**src/rtl/life_pkg.sv**
```systemverilog
// Shared definitions for the life grid generation controller.
// The top recomputes cell count and index width from its own ROWS/COLS.
package life_pkg;

    typedef enum logic [1:0] {
        IDLE  = 2'd0,
        LOAD  = 2'd1,
        CLEAR = 2'd2,
        RUN   = 2'd3
    } state_e;

    localparam int unsigned ROWS_DEF = 8;
    localparam int unsigned COLS_DEF = 8;
    localparam int unsigned NCELLS   = ROWS_DEF * COLS_DEF;
    localparam int unsigned IDX_W    = $clog2(NCELLS);

    function automatic int unsigned idx_width(input int unsigned n);
        return (n > 1) ? $clog2(n) : 1;
    endfunction

endpackage

```
**src/rtl/life_tick_div.sv**
```systemverilog
// Generation period counter for free-run mode.
// tick_o is combinational; the controller registers it onto enb.
module life_tick_div #(
    parameter int unsigned DIV_W = 16
) (
    input  logic             clk,
    input  logic             rst_n,
    input  logic             en_i,
    input  logic [DIV_W-1:0] period_i,
    output logic             tick_o
);

    logic [DIV_W-1:0] cnt_q;
    logic [DIV_W-1:0] cnt_d;
    logic [DIV_W-1:0] lim;

    // >= rather than == so a live period decrease below the count fires at once
    always_comb begin
        lim    = (period_i == '0) ? '0 : period_i - DIV_W'(1);
        tick_o = en_i && (cnt_q >= lim);
        if (!en_i || tick_o) begin
            cnt_d = '0;
        end else begin
            cnt_d = cnt_q + DIV_W'(1);
        end
    end

    always_ff @(posedge clk or negedge rst_n) begin
        if (!rst_n) begin
            cnt_q <= '0;
        end else begin
            cnt_q <= cnt_d;
        end
    end

endmodule

```
**src/rtl/life_gen_ctrl.sv**
```systemverilog
// Generation controller for the life_cell array: serial load, clear,
// single step and free-run; sole driver of per-cell write and broadcast enb.
module life_gen_ctrl
    import life_pkg::*;
#(
    parameter int unsigned ROWS  = 8,
    parameter int unsigned COLS  = 8,
    parameter int unsigned DIV_W = 16,
    parameter int unsigned GEN_W = 16
) (
    input  logic                   clk,
    input  logic                   reset,
    input  logic                   load_start,
    input  logic                   load_valid,
    input  logic                   load_bit,
    output logic                   load_ready,
    input  logic                   clear,
    input  logic                   step,
    input  logic                   run,
    input  logic [DIV_W-1:0]       period,
    output logic [ROWS*COLS-1:0]   cell_write,
    output logic                   cell_val,
    output logic                   enb,
    output logic                   load_done,
    output logic                   busy,
    output logic [GEN_W-1:0]       gen_count
);

    localparam int unsigned NC = ROWS * COLS;
    localparam int unsigned IW = idx_width(NC);

    state_e          state_q;
    logic [IW-1:0]   idx_q;
    logic [NC-1:0]   cell_write_q;
    logic            cell_val_q;
    logic            enb_q;
    logic            load_ready_q;
    logic            load_done_q;
    logic            busy_q;
    logic [GEN_W-1:0] gen_q;

    logic [NC-1:0]   onehot;
    logic            div_en;
    logic            tick;

    always_comb begin
        onehot = '0;
        for (int unsigned i = 0; i < NC; i++) begin
            onehot[i] = (idx_q == IW'(i));
        end
    end

    assign div_en = (state_q == RUN) && run;

    life_tick_div #(
        .DIV_W (DIV_W)
    ) u_div (
        .clk      (clk),
        .rst_n    (reset),
        .en_i     (div_en),
        .period_i (period),
        .tick_o   (tick)
    );

    // Write strobes are only ever set outside RUN and enb only in IDLE/RUN
    // without a write, so the two can never coincide.
    always_ff @(posedge clk or negedge reset) begin
        if (!reset) begin
            state_q      <= IDLE;
            idx_q        <= '0;
            cell_write_q <= '0;
            cell_val_q   <= 1'b0;
            enb_q        <= 1'b0;
            load_ready_q <= 1'b0;
            load_done_q  <= 1'b0;
            busy_q       <= 1'b0;
            gen_q        <= '0;
        end else begin
            cell_write_q <= '0;
            cell_val_q   <= 1'b0;
            enb_q        <= 1'b0;
            load_done_q  <= 1'b0;
            case (state_q)
                IDLE: begin
                    if (load_start) begin
                        state_q      <= LOAD;
                        idx_q        <= '0;
                        load_ready_q <= 1'b1;
                        busy_q       <= 1'b1;
                    end else if (clear) begin
                        state_q      <= CLEAR;
                        cell_write_q <= '1;
                        gen_q        <= '0;
                        busy_q       <= 1'b1;
                    end else if (run) begin
                        state_q <= RUN;
                        busy_q  <= 1'b1;
                    end else if (step) begin
                        enb_q <= 1'b1;
                        gen_q <= gen_q + GEN_W'(1);
                    end
                end
                LOAD: begin
                    if (load_valid && load_ready_q) begin
                        cell_write_q <= onehot;
                        cell_val_q   <= load_bit;
                        if (idx_q == IW'(NC - 1)) begin
                            state_q      <= IDLE;
                            idx_q        <= '0;
                            load_ready_q <= 1'b0;
                            load_done_q  <= 1'b1;
                            busy_q       <= 1'b0;
                            gen_q        <= '0;
                        end else begin
                            idx_q <= idx_q + IW'(1);
                        end
                    end
                end
                CLEAR: begin
                    state_q <= IDLE;
                    busy_q  <= 1'b0;
                end
                RUN: begin
                    if (!run) begin
                        state_q <= IDLE;
                        busy_q  <= 1'b0;
                    end else if (tick) begin
                        enb_q <= 1'b1;
                        gen_q <= gen_q + GEN_W'(1);
                    end
                end
                default: begin
                    state_q <= IDLE;
                    busy_q  <= 1'b0;
                end
            endcase
        end
    end

    assign cell_write = cell_write_q;
    assign cell_val   = cell_val_q;
    assign enb        = enb_q;
    assign load_ready = load_ready_q;
    assign load_done  = load_done_q;
    assign busy       = busy_q;
    assign gen_count  = gen_q;

endmodule
```
**config.mk**
```make
export PLATFORM = sky130hd
export DESIGN_NAME = life_gen_ctrl
export DESIGN_NICKNAME = d
export VERILOG_FILES = /design/src/rtl/life_pkg.sv /design/src/rtl/life_tick_div.sv /design/src/rtl/life_gen_ctrl.sv
export SDC_FILE = /design/constraint.sdc
export NUM_CORES = 1
export LEC_CHECK = 0
export BUFFER_PORTS_ARGS = -buffer_cell sky130_fd_sc_hd__clkbuf_2
export CAP_MARGIN = 20
export CELL_PAD_IN_SITES_DETAIL_PLACEMENT = 0
export CELL_PAD_IN_SITES_GLOBAL_PLACEMENT = 1
export CORE_MARGIN = 8
export CORE_UTILIZATION = 42
export DETAILED_ROUTE_END_ITERATION = 8
export PLACE_DENSITY = 0.78
export SYNTH_ARGS = -nofsm -noshare
export SYNTH_HDL_FRONTEND = slang
export SYNTH_SLANG_ARGS = --single-unit
```
**constraint.sdc**
```tcl
create_clock -name clk -period 3.2 [get_ports clk]
set_input_delay 0.8 -clock clk [delete_from_list [all_inputs] [get_ports clk]]
set_output_delay 0.8 -clock clk [all_outputs]
set_load 0.01 [all_outputs]
```
# After elaboration in Yosys (flattened, before gate mapping)
# Cells that the tools add are included.
totals:
  latchBits: 0
  reg_bits: 109
  mem_bits_rw: 0
  out_inout_bits: 85
  romBits: 0
  memories: 0
  input_bits: 24
  elab_cells: 152
classes:
  n_mul: 0
  shift: 0
  bitwise: 0
  n_addsub: 4
  reduce_logical: 14
  order_cmp: 1
  mux: 47
  n_div: 0
  n_eq_ne: 76
op_table:
  columns: ["cell", "n"]
  rows:
  - ["6-bit == test, second input constant", 32]
  - ["64-bit 2-to-1 mux", 3]
  - ["16-bit 2-to-1 mux", 10]
  - ["64-bit one-hot mux with 2 select lines", 1]
  - ["6-bit by 5-bit == test with 1-bit output, second input constant", 16]
  - ["6-bit by 4-bit == test with 1-bit output, second input constant", 8]
  - ["16-bit one-hot mux with 3 select lines", 1]
  - ["16-bit by 1-bit adder with 16-bit output, second input constant", 2]
  - ["6-bit by 3-bit == test with 1-bit output, second input constant", 4]
  - ["1-bit 2-to-1 mux", 18]
  - ["6-bit 2-to-1 mux", 3]
  - ["16-bit >= comparator", 1]
  - ["16-bit zero test", 1]
  - ["16-bit by 1-bit subtractor with 16-bit output, second input constant", 1]
  - ["2-bit != test, second input constant", 7]
  - ["6-bit by 2-bit == test with 1-bit output, second input constant", 2]
  - ["2-bit 2-to-1 mux", 6]
  - ["6-bit one-hot mux with 2 select lines", 1]
  - ["2-bit one-hot mux with 4 select lines", 1]
  - ["4-bit AND reduction", 2]
  - ["8-bit AND reduction", 1]
  - ["6-bit by 1-bit adder with 6-bit output, second input constant", 1]
  - ["6-bit by 1-bit == test with 1-bit output, second input constant", 1]
  - ["6-bit zero test", 1]
  - ["other kinds (13)", 18]

# Logic depth before layout (Yosys ltp)
# Gate-level depths: netlist of the first run.
depth:
  depth_word: 7
  ltp_mapped: 15
  ltp_nobuf: 13

# Cells and area by module
# From an unflattened synthesis of the first run, not the netlist that was laid out.
unflattened:
  cells_unflattened: 520
  area_unflattened_um2: 5232.5
modules_own_cells:
  columns: ["module", "n_inst", "area_each_um2", "seq_area_each_um2", "cells_each"]
  rows:
  - ["life_gen_ctrl", 1, 3713.6, 2327.2, 344]
  - ["life_tick_div", 1, 1519.0, 400.4, 176]

# Worst setup path after synthesis of the first run
# No wires, ideal clock.
synth_timing:
  path_kind: "input -> register"
  from: "input port period[6]"
  to: "register u_div.cnt_q[10]"
  path_slack_ns: -0.867
  path_stages: 15
  arrival_time_ns: 3.995
  t_required_ns: 3.129
  setup_time_ns: 0.071
  n_path_buf: 2
  cell_sequence: "or4_4 or4_4 nor4_4 nand3b_2 xnor2_1 nand2_1 ha_1 a21oi_1 o21ai_0 nor4_1 nand3_1 or2_2 clkbuf_1 buf_2 nor2_1"
synth_between:
  elab_chain_cells: 6
  word_cells_on_any_way: 7
  cone_classes: "1 x add/sub; 1 x order compare; 2 x mux; 3 x reduce/logical"
synth_rtl:
  columns: ["element", "line_no", "rtl"]
  rows:
  - ["start, declared", "life_gen_ctrl.sv:20", "input logic [DIV_W-1:0] period,"]
  - ["16-bit by 1-bit subtractor with 16-bit output / 16-bit zero test (equally long branches)", "life_tick_div.sv:19", "lim = (period_i == '0) ? '0 : period_i - DIV_W'(1);"]
  - ["16-bit 2-to-1 mux (*)", "life_tick_div.sv:19", null]
  - ["16-bit >= comparator (*)", "life_tick_div.sv:20", "tick_o = en_i && (cnt_q >= lim);"]
  - ["1-bit logical AND (*)", "life_tick_div.sv:20", null]
  - ["1-bit logical OR (*)", "life_tick_div.sv:21", "if (!en_i || tick_o) begin"]
  - ["16-bit 2-to-1 mux (*)", "life_tick_div.sv:21", null]
  - ["named net u_div.cnt_d[10]", "life_tick_div.sv:14", "logic [DIV_W-1:0] cnt_d;"]
  - ["end signal, assigned", "life_tick_div.sv:32", "cnt_q <= cnt_d;"]
  - ["end, declared", "life_tick_div.sv:13", "logic [DIV_W-1:0] cnt_q;"]
# Mark *: on every way through the listed nets, which the timed path passes. The rest lies on a longest branch.
# A chain may end at the register's enable or synchronous reset.

# Worst setup path in the final report of the first run
layout_timing:
  from: "input port period[6]"
  to: "register gen_q[1] (netlist: gen_count[1])"
layout_between:
  elab_chain_cells: 6
  word_cells_on_any_way: 7
  cone_classes: "1 x add/sub; 1 x order compare; 1 x eq/ne; 1 x mux; 3 x reduce/logical"
layout_rtl:
  columns: ["element", "line_no", "rtl"]
  rows:
  - ["16-bit by 1-bit subtractor with 16-bit output / 16-bit zero test (equally long branches)", "life_tick_div.sv:19", null]
  - ["16-bit 2-to-1 mux (*)", "life_tick_div.sv:19", null]
  - ["16-bit >= comparator (*)", "life_tick_div.sv:20", null]
  - ["1-bit logical AND (*)", "life_tick_div.sv:20", null]
  - ["2-bit != test (no line) (*)", null, null]
  - ["8-bit AND reduction (no line) (*)", null, null]
  - ["end signal, assigned", "life_gen_ctrl.sv:100", "gen_q <= gen_q + GEN_W'(1);"]
  - ["end signal, assigned", "life_gen_ctrl.sv:129", "gen_q <= gen_q + GEN_W'(1);"]
  - ["end, declared", "life_gen_ctrl.sv:40", "logic [GEN_W-1:0] gen_q;"]
# Mark *: on every way between the ends. The rest lies on a longest branch, timed or not.

==> flow_metrics.tcl, run 1 <==
set metrics [dict create \
    crit_path_start "period[6]" \
    grtUsageTotal 0.165 \
    min_period_ps 3820 \
    critPathLaunchType "primary input" \
    grt_max_degree 74 \
    endpoint_kind "flop" \
    grt_pass1_wl_um 21800 \
    rsz0062_at_grt "yes" \
    cts_sinks 109 \
    avgViaCountPerCell 5.15 \
    cap_viol_max_count 0 \
    die_width_um 128 \
    setup_viol 33 \
    n_antenna_cell 0 \
    ys.flop_type "dfrtp_1" \
    root_buffer "clkbuf_16" \
    synth_warnings 0 \
    tritoncts "built" \
    max_stage_delay_ps 520 \
    path_buf_inv 2 \
    final_area_sq_mm 0.00665 \
    synth-edff-count 0 \
    place_congestion 0.810 \
    path_cells "buf_6 > or4_4 > or4_4 > nor4_4 > nand3b_2 > xnor2_1 > nand2_1 > ha_4 > a21oi_1 > o21ai_1 > nor4_4 > nand4_1 > nand2b_4 > buf_4 > o21ai_1" \
    core-area_sq_mm 0.0121 \
    post-synth-top-count-cell "dfrtp_1" \
    die_y_um 128 \
    pre_cts_slack_ps -1040 \
    synth_top_area_frac 0.521 \
    violations "setup timing" \
    syn_area_sq_mm 0.00524 \
    yosysUniqueCellTypes 48 \
    path_delay_family "simple AND/OR/NAND/NOR gates" \
    h-tree-depth 3 \
    powerDensity_mw_per_mm2 600 \
    hpwl_um 9390 \
    max_freq_ghz 0.262 \
    whs_ps 546 \
    rrSetupSlack_ps 850 \
    worst_slack_ps -619 \
    crit_arrival_ps 4060 \
    slowest_stage "or4_4" \
    numCtsBuffers 9 \
    grt_antenna_before_repair 0 \
    io_pins 109 \
    p_leak_nw 3.27 \
    finClkSkew_ps 7.94 \
    p_clk_frac 0.282 \
    nets 711 \
    via_count 4286 \
    cp-endpoint "gen_count[1]$_DFFE_PN0P_" \
    postSynth.asyncResetShare 1.00 \
    slew_viol_final 0 \
    synth_cells 526 \
    rr_worst_depth 7 \
    synthTopCellsByArea "dfrtp_1, o21ai_0, ha_1" \
    wl_per_cell_um 15.8 \
    yosysTopAreaCell "dfrtp_1" \
    portBuffers 108 \
    dieArea_sq_mm 0.0163 \
    ir_worst_vdd_v 0.000445 \
    routed_wl_um 13200 \
    yosysSeqAreaShare 0.521 \
    combPwrFrac 0.295 \
    slew_headroom 0.416 \
    dpl_cell_area_sq_mm 0.00616 \
    nFillCells 1114 \
    path_depth 15 \
    critPathMaxFanout 8 \
    hold_class "reg2reg" \
    setup_tns_ps -16560 \
    postSynthAreaPerCell_sq_um 9.96 \
    grt_overflow_total 0 \
    drc 0 \
    criticalPathCategory "in2reg" \
    status "finished, violations left" \
    antenna_left 0 \
    p_int_mw 2.57 \
    clk_pin_slew_ps 70 \
    drive_gt1_frac 0.295 \
    drt_pass1_iterations 4 \
    tightest_slew_ps 876 \
    swShare 0.355 \
    r2r-end "gen_count[10]$_DFFE_PN0P_" \
    p_seq_frac 0.423 \
    synth-seq-cells 109 \
    syn2layout_area_growth_pct 26.9 \
    cts.path.max_buffers 2 \
    critPathRequiredTime_ps 3440 \
    grt_pass1_vias 4382 \
    drt_iter0_markers 304 \
    hold_violations 0 \
    min_period_over_period 1.19 \
    synthTopCellsByCount "dfrtp_1, o21ai_0, nand2_1" \
    switching_power_mw 1.42 \
    row_count 40 \
    worstReg2RegStart "idx_q[0]$_DFFE_PN0P_" \
    synthesis.nets 578 \
    clk_latency_ps 360 \
    start_util 0.432 \
]
[registers in the layout, summed over array words and instances, names as in the netlist]
name and count:
cell_write 64, gen_count 16, u_div.cnt_q 16, idx_q 6, state_q 2, busy 1, cell_val 1, enb 1
load_done 1, load_ready 1
[power groups by stage]
stage / clock [mW] / sequential, mW / combinational, mW
2_1_floorplan: 0 / 1.78 / 0.588
3_3_place_gp: 0 / 1.71 / 1.06
3_5_place_dp: 0 / 1.71 / 1.09
4_1_cts: 1.15 / 1.69 / 1.12
5_1_grt: 1.22 / 1.72 / 1.30
6_report: 1.12 / 1.69 / 1.18
[routing by layer]
layer,vias up,GRT usage,part of all wire
met3,12,0.0524,0.070
met5,-,0,0
li1,2118,-,-
met4,0,0.0434,0.011
met1,2051,0.213,0.46
met2,105,0.262,0.45
[placed cells by master, fill, tap and decap left out, drive strengths merged, types with 2 or more instances in the layout]
cell    instances
clkbuf        116
dfrtp         109
o21ai          81
nand2          59
nor2           50
buf            38
ha             28
nand3          22
xor2           19
inv            18
and3           13
nand4          12
o31ai          12
xnor2          10
nand2b         10
a21oi           8
nor3            7
a221o           6
or2             6
nand3b          4
nor4            4
nor2b           3
and2            3
or4             3
and4            3
or3             2
o221ai          2
o41ai           2
[repair_timing]
item                       CTS  global route
setup endpoints to repair   33            33
hold buffers                 0             0
setup buffers                3             2
gates resized for setup      7            20
pin swaps                    4             3
cloned                       1             0
[cell families (layout without fill, tap and decap cells)]
group | Yosys count | count (layout) | synth area share
mux | 2 | 2 | 0.00406
simple gates | 201 | 202 | 0.193
xor+xnor | 29 | 29 | 0.0485
compound gates | 121 | 121 | 0.140
fa+ha+maj | 28 | 28 | 0.0669
flops | 109 | 109 | 0.521
buf+inv | 36 | 173 | 0.0277
[cell type report]
class	count	area, sq um	share of cell area
timing repair buffer	144	827	0.124
sequential	109	2730	0.410
clock inverter	6	60.1	0.00903
inverter	13	48.8	0.00734
clock buffer	10	239	0.0359
tap	168	210	0.0316
multi-input combinational	382	2530	0.381
[how the worst min path moves through the flow]
stage | start | to | slack [ps] | depth (start not counted)
2_1_floorplan | u_div.cnt_q[0]$_DFF_PN0_ | u_div.cnt_q[0]$_DFF_PN0_ | 480 | 1
3_3_place_gp | gen_count[14]$_DFFE_PN0P_ | gen_count[14]$_DFFE_PN0P_ | 510 | 1
3_5_place_dp | gen_count[0]$_DFFE_PN0P_ | gen_count[0]$_DFFE_PN0P_ | 530 | 1
4_1_cts | gen_count[0]$_DFFE_PN0P_ | gen_count[0]$_DFFE_PN0P_ | 550 | 1
5_1_grt | busy$_DFFE_PN0P_ | busy$_DFFE_PN0P_ | 580 | 1
6_report | gen_count[0]$_DFFE_PN0P_ | gen_count[0]$_DFFE_PN0P_ | 550 | 1
[stage by stage]
stage / util / total power [mW] / std cells
global route: 0.549 / 4.24 / 832
finish: 0.549 / 3.99 / 832
CTS: 0.538 / 3.95 / 831
detailed placement: 0.509 / 2.80 / 811
global placement: 0.509 / 2.77 / 811
floorplan: - / 2.37 / 526
No activity file was read; power rests on OpenSTA's default activity.
==> run 2, diff against run 1 <==
- SYNTH_HIERARCHICAL: not set -> 1
==> flow_metrics.tcl, run 2 <==
set metrics [dict create \
    status "finished, violations left" \
    violations "setup timing" \
    cts_sinks 109 \
    n_antenna_cell 0 \
    hpwl_um 10000 \
    p_leak_nw 3.29 \
    slew_viol_final 0 \
    avgViaCountPerCell 5.33 \
    critPathRequiredTime_ps 3450 \
    dieArea_sq_mm 0.0163 \
    numCtsBuffers 9 \
    criticalPathCategory "in2reg" \
    portBuffers 108 \
    min_period_ps 3750 \
    synth-edff-count 0 \
    synthTopCellsByArea "dfrtp_1, o21ai_0, ha_1" \
    root_buffer "clkbuf_16" \
    setup_viol 33 \
    h-tree-depth 3 \
    dp.cells 813 \
    min_period_over_period 1.17 \
    row_count 40 \
    max_freq_ghz 0.267 \
    tritoncts "built" \
    synthesis.nets 572 \
    core-area_sq_mm 0.0121 \
    syn_area_sq_mm 0.00523 \
    die_width_um 128 \
    place_congestion 0.810 \
    grt_overflow_total 0 \
    synthTopCellsByCount "dfrtp_1, o21ai_0, nand2_1" \
    finClkSkew_ps 7.44 \
    syn2layout_area_growth_pct 30.8 \
    drc 0 \
    finalPower_mw 3.89 \
    final_common_cell "dfrtp_1" \
    largest_register_ffs 64 \
    ys.flop_type "dfrtp_1" \
    grt_antenna_before_repair 0 \
    yosysSeqAreaShare 0.521 \
    clk_latency_ps 350 \
    io_pins 109 \
    cap_viol_max_count 0 \
    drive_gt1_frac 0.323 \
    p_int_mw 2.55 \
    hold_class "in2async" \
    critPathLaunchType "primary input" \
    postSynthAreaPerCell_sq_um 10.1 \
    setup_tns_ps -10920 \
    endpoint_kind "flop" \
    synth_warnings 6 \
    die_y_um 128 \
    drt_iter0_markers 257 \
    grt_max_degree 65 \
    hold_violations 0 \
    swShare 0.346 \
    combPwrFrac 0.287 \
    critPathMaxFanout 7 \
    instances_no_fill 836 \
    start_util 0.432 \
    whs_ps 436 \
    yosysUniqueCellTypes 55 \
    post-synth-top-count-cell "dfrtp_1" \
    via_count 4455 \
    clk_pin_slew_ps 80 \
    nets 715 \
    ir_worst_vdd_v 0.000280 \
    grtUsageTotal 0.173 \
    synth_top_area_frac 0.521 \
    routed_wl_um 13800 \
    wl_per_cell_um 16.5 \
    synth-seq-cells 109 \
    p_seq_frac 0.430 \
    rsz0062_at_grt "yes" \
    finalCoreUtilization 0.565 \
    p_clk_frac 0.283 \
    slew_headroom 0.544 \
    antenna_left 0 \
    grt_pass1_wl_um 23200 \
    grt_pass1_vias 4520 \
    cts_hold_buf 0 \
    postSynth.asyncResetShare 1.00 \
    layout_common_cells "dfrtp_1, clkbuf_2, o21ai_0" \
    tightest_slew_ps 682 \
    powerDensity_mw_per_mm2 569 \
    synth_cells 520 \
    crit_arrival_ps 4000 \
    worst_slack_ps -549 \
    yosysTopAreaCell "dfrtp_1" \
    drt_pass1_iterations 5 \
    switching_power_mw 1.35 \
    cts.path.max_buffers 2 \
]
-- run 2: changes by cell type in the layout (fill, tap and decap cells not counted), moves of 4 or more --
| cell | change |
|---|---|
| nand4_1 | -4 |
| nor2_1 | -25 |
| xor2_1 | -10 |
| o21ai_0 | +11 |
| o31ai_2 | +8 |
| nor2b_1 | +4 |
| and3_1 | -5 |
| nand2b_1 | -4 |
| buf_4 | +8 |
| inv_1 | -5 |
| a221o_1 | -6 |
| nor3_1 | +12 |
| nand2_1 | -4 |
-- run 2: logic make-up after synthesis --
group / count (synthesis) / synth area share
AO/OA/AOI/OAI: 146 / 0.167
AND/OR/NAND/NOR: 180 / 0.175
buffers and inverters: 32 / 0.0268
XOR/XNOR: 21 / 0.0351
flip-flops: 109 / 0.521
adder cells (fa/ha/maj): 28 / 0.0670
multiplexers: 4 / 0.00789
-- run 2: cell type report --
type	count	area [sq um]
Tap cell	168	210
Clock inverter	6	63.8
Timing Repair Buffer	154	941
Sequential cell	109	2730
Clock buffer	10	229
Fill cell	1089	5270
Inverter	10	57.6
Multi-Input combinational cell	379	2620
-- run 2: what timing repair did --
item / 4_1_cts / 5_1_grt
endpoints found under the setup margin: 33 / 33
resized for setup: 34 / 16
setup buffers: 5 / 2
cloned: 0 / 0
pin swaps: 12 / 6
hold endpoints to repair: 0 / 0
-- run 2: path summary, 6_finish.rpt --
| kind | from | endpoint | slack (ps) | depth (start not counted) |
|---|---|---|---|---|
| min reg2reg | busy$_DFFE_PN0P_ | busy$_DFFE_PN0P_ | 510 | 1 |
| max reg2reg | u_div/cnt_q[13]$_DFF_PN0_ | gen_count[13]$_DFFE_PN0P_ | 590 | 11 |
| min | reset | cell_write[52]$_DFF_PN0_ | 440 | 1 |
| max | period[1] | gen_count[13]$_DFFE_PN0P_ | -550 | 18 |
| min in group clk | busy$_DFFE_PN0P_ | busy$_DFFE_PN0P_ | 510 | 1 |
| max in group asynchronous | reset | enb$_DFF_PN0_ | 2010 | 2 |
-- run 2: metal layers --
| layer | share of wire | track usage | vias to the layer above |
|---|---|---|---|
| met5 | 0 | 0 | - |
| met3 | 0.049 | 0.0387 | 9 |
| met1 | 0.46 | 0.231 | 2170 |
| li1 | - | - | 2161 |
| met2 | 0.49 | 0.280 | 115 |
| met4 | 0.0069 | 0.0392 | 0 |
-- run 2: per-stage QoR --
stage	setup WS (ps)	area [sq um]
finish	-549	6850
global placement	-1090	6270
detailed placement	-1180	6270
CTS	-562	6760
global route	-742	6850
floorplan	-1030	5320
-- run 2: power groups by stage --
stage / Combinational, mW / Sequential [mW] / Clock, mW
final: 1.12 / 1.67 / 1.10
after global routing: 1.25 / 1.70 / 1.18
after CTS: 1.12 / 1.68 / 1.12
after detailed placement: 1.07 / 1.70 / 0
after global placement: 1.05 / 1.70 / 0
after floorplan: 0.525 / 1.77 / 0
-- run 2: worst max-delay path: stages --
cell and delay, ps:
clkbuf_16 140, inv_12 50, ha_4 120, or4b_4 490
buf_4 160, nor2_2 90, mux2i_1 90, ha_1 300
and4_4 240, nand4_1 90, o211ai_1 220, o21a_1 200
a21boi_2 70, a311oi_2 240, nand2_2 90, or2_4 280
buf_6 150, o31ai_2 190
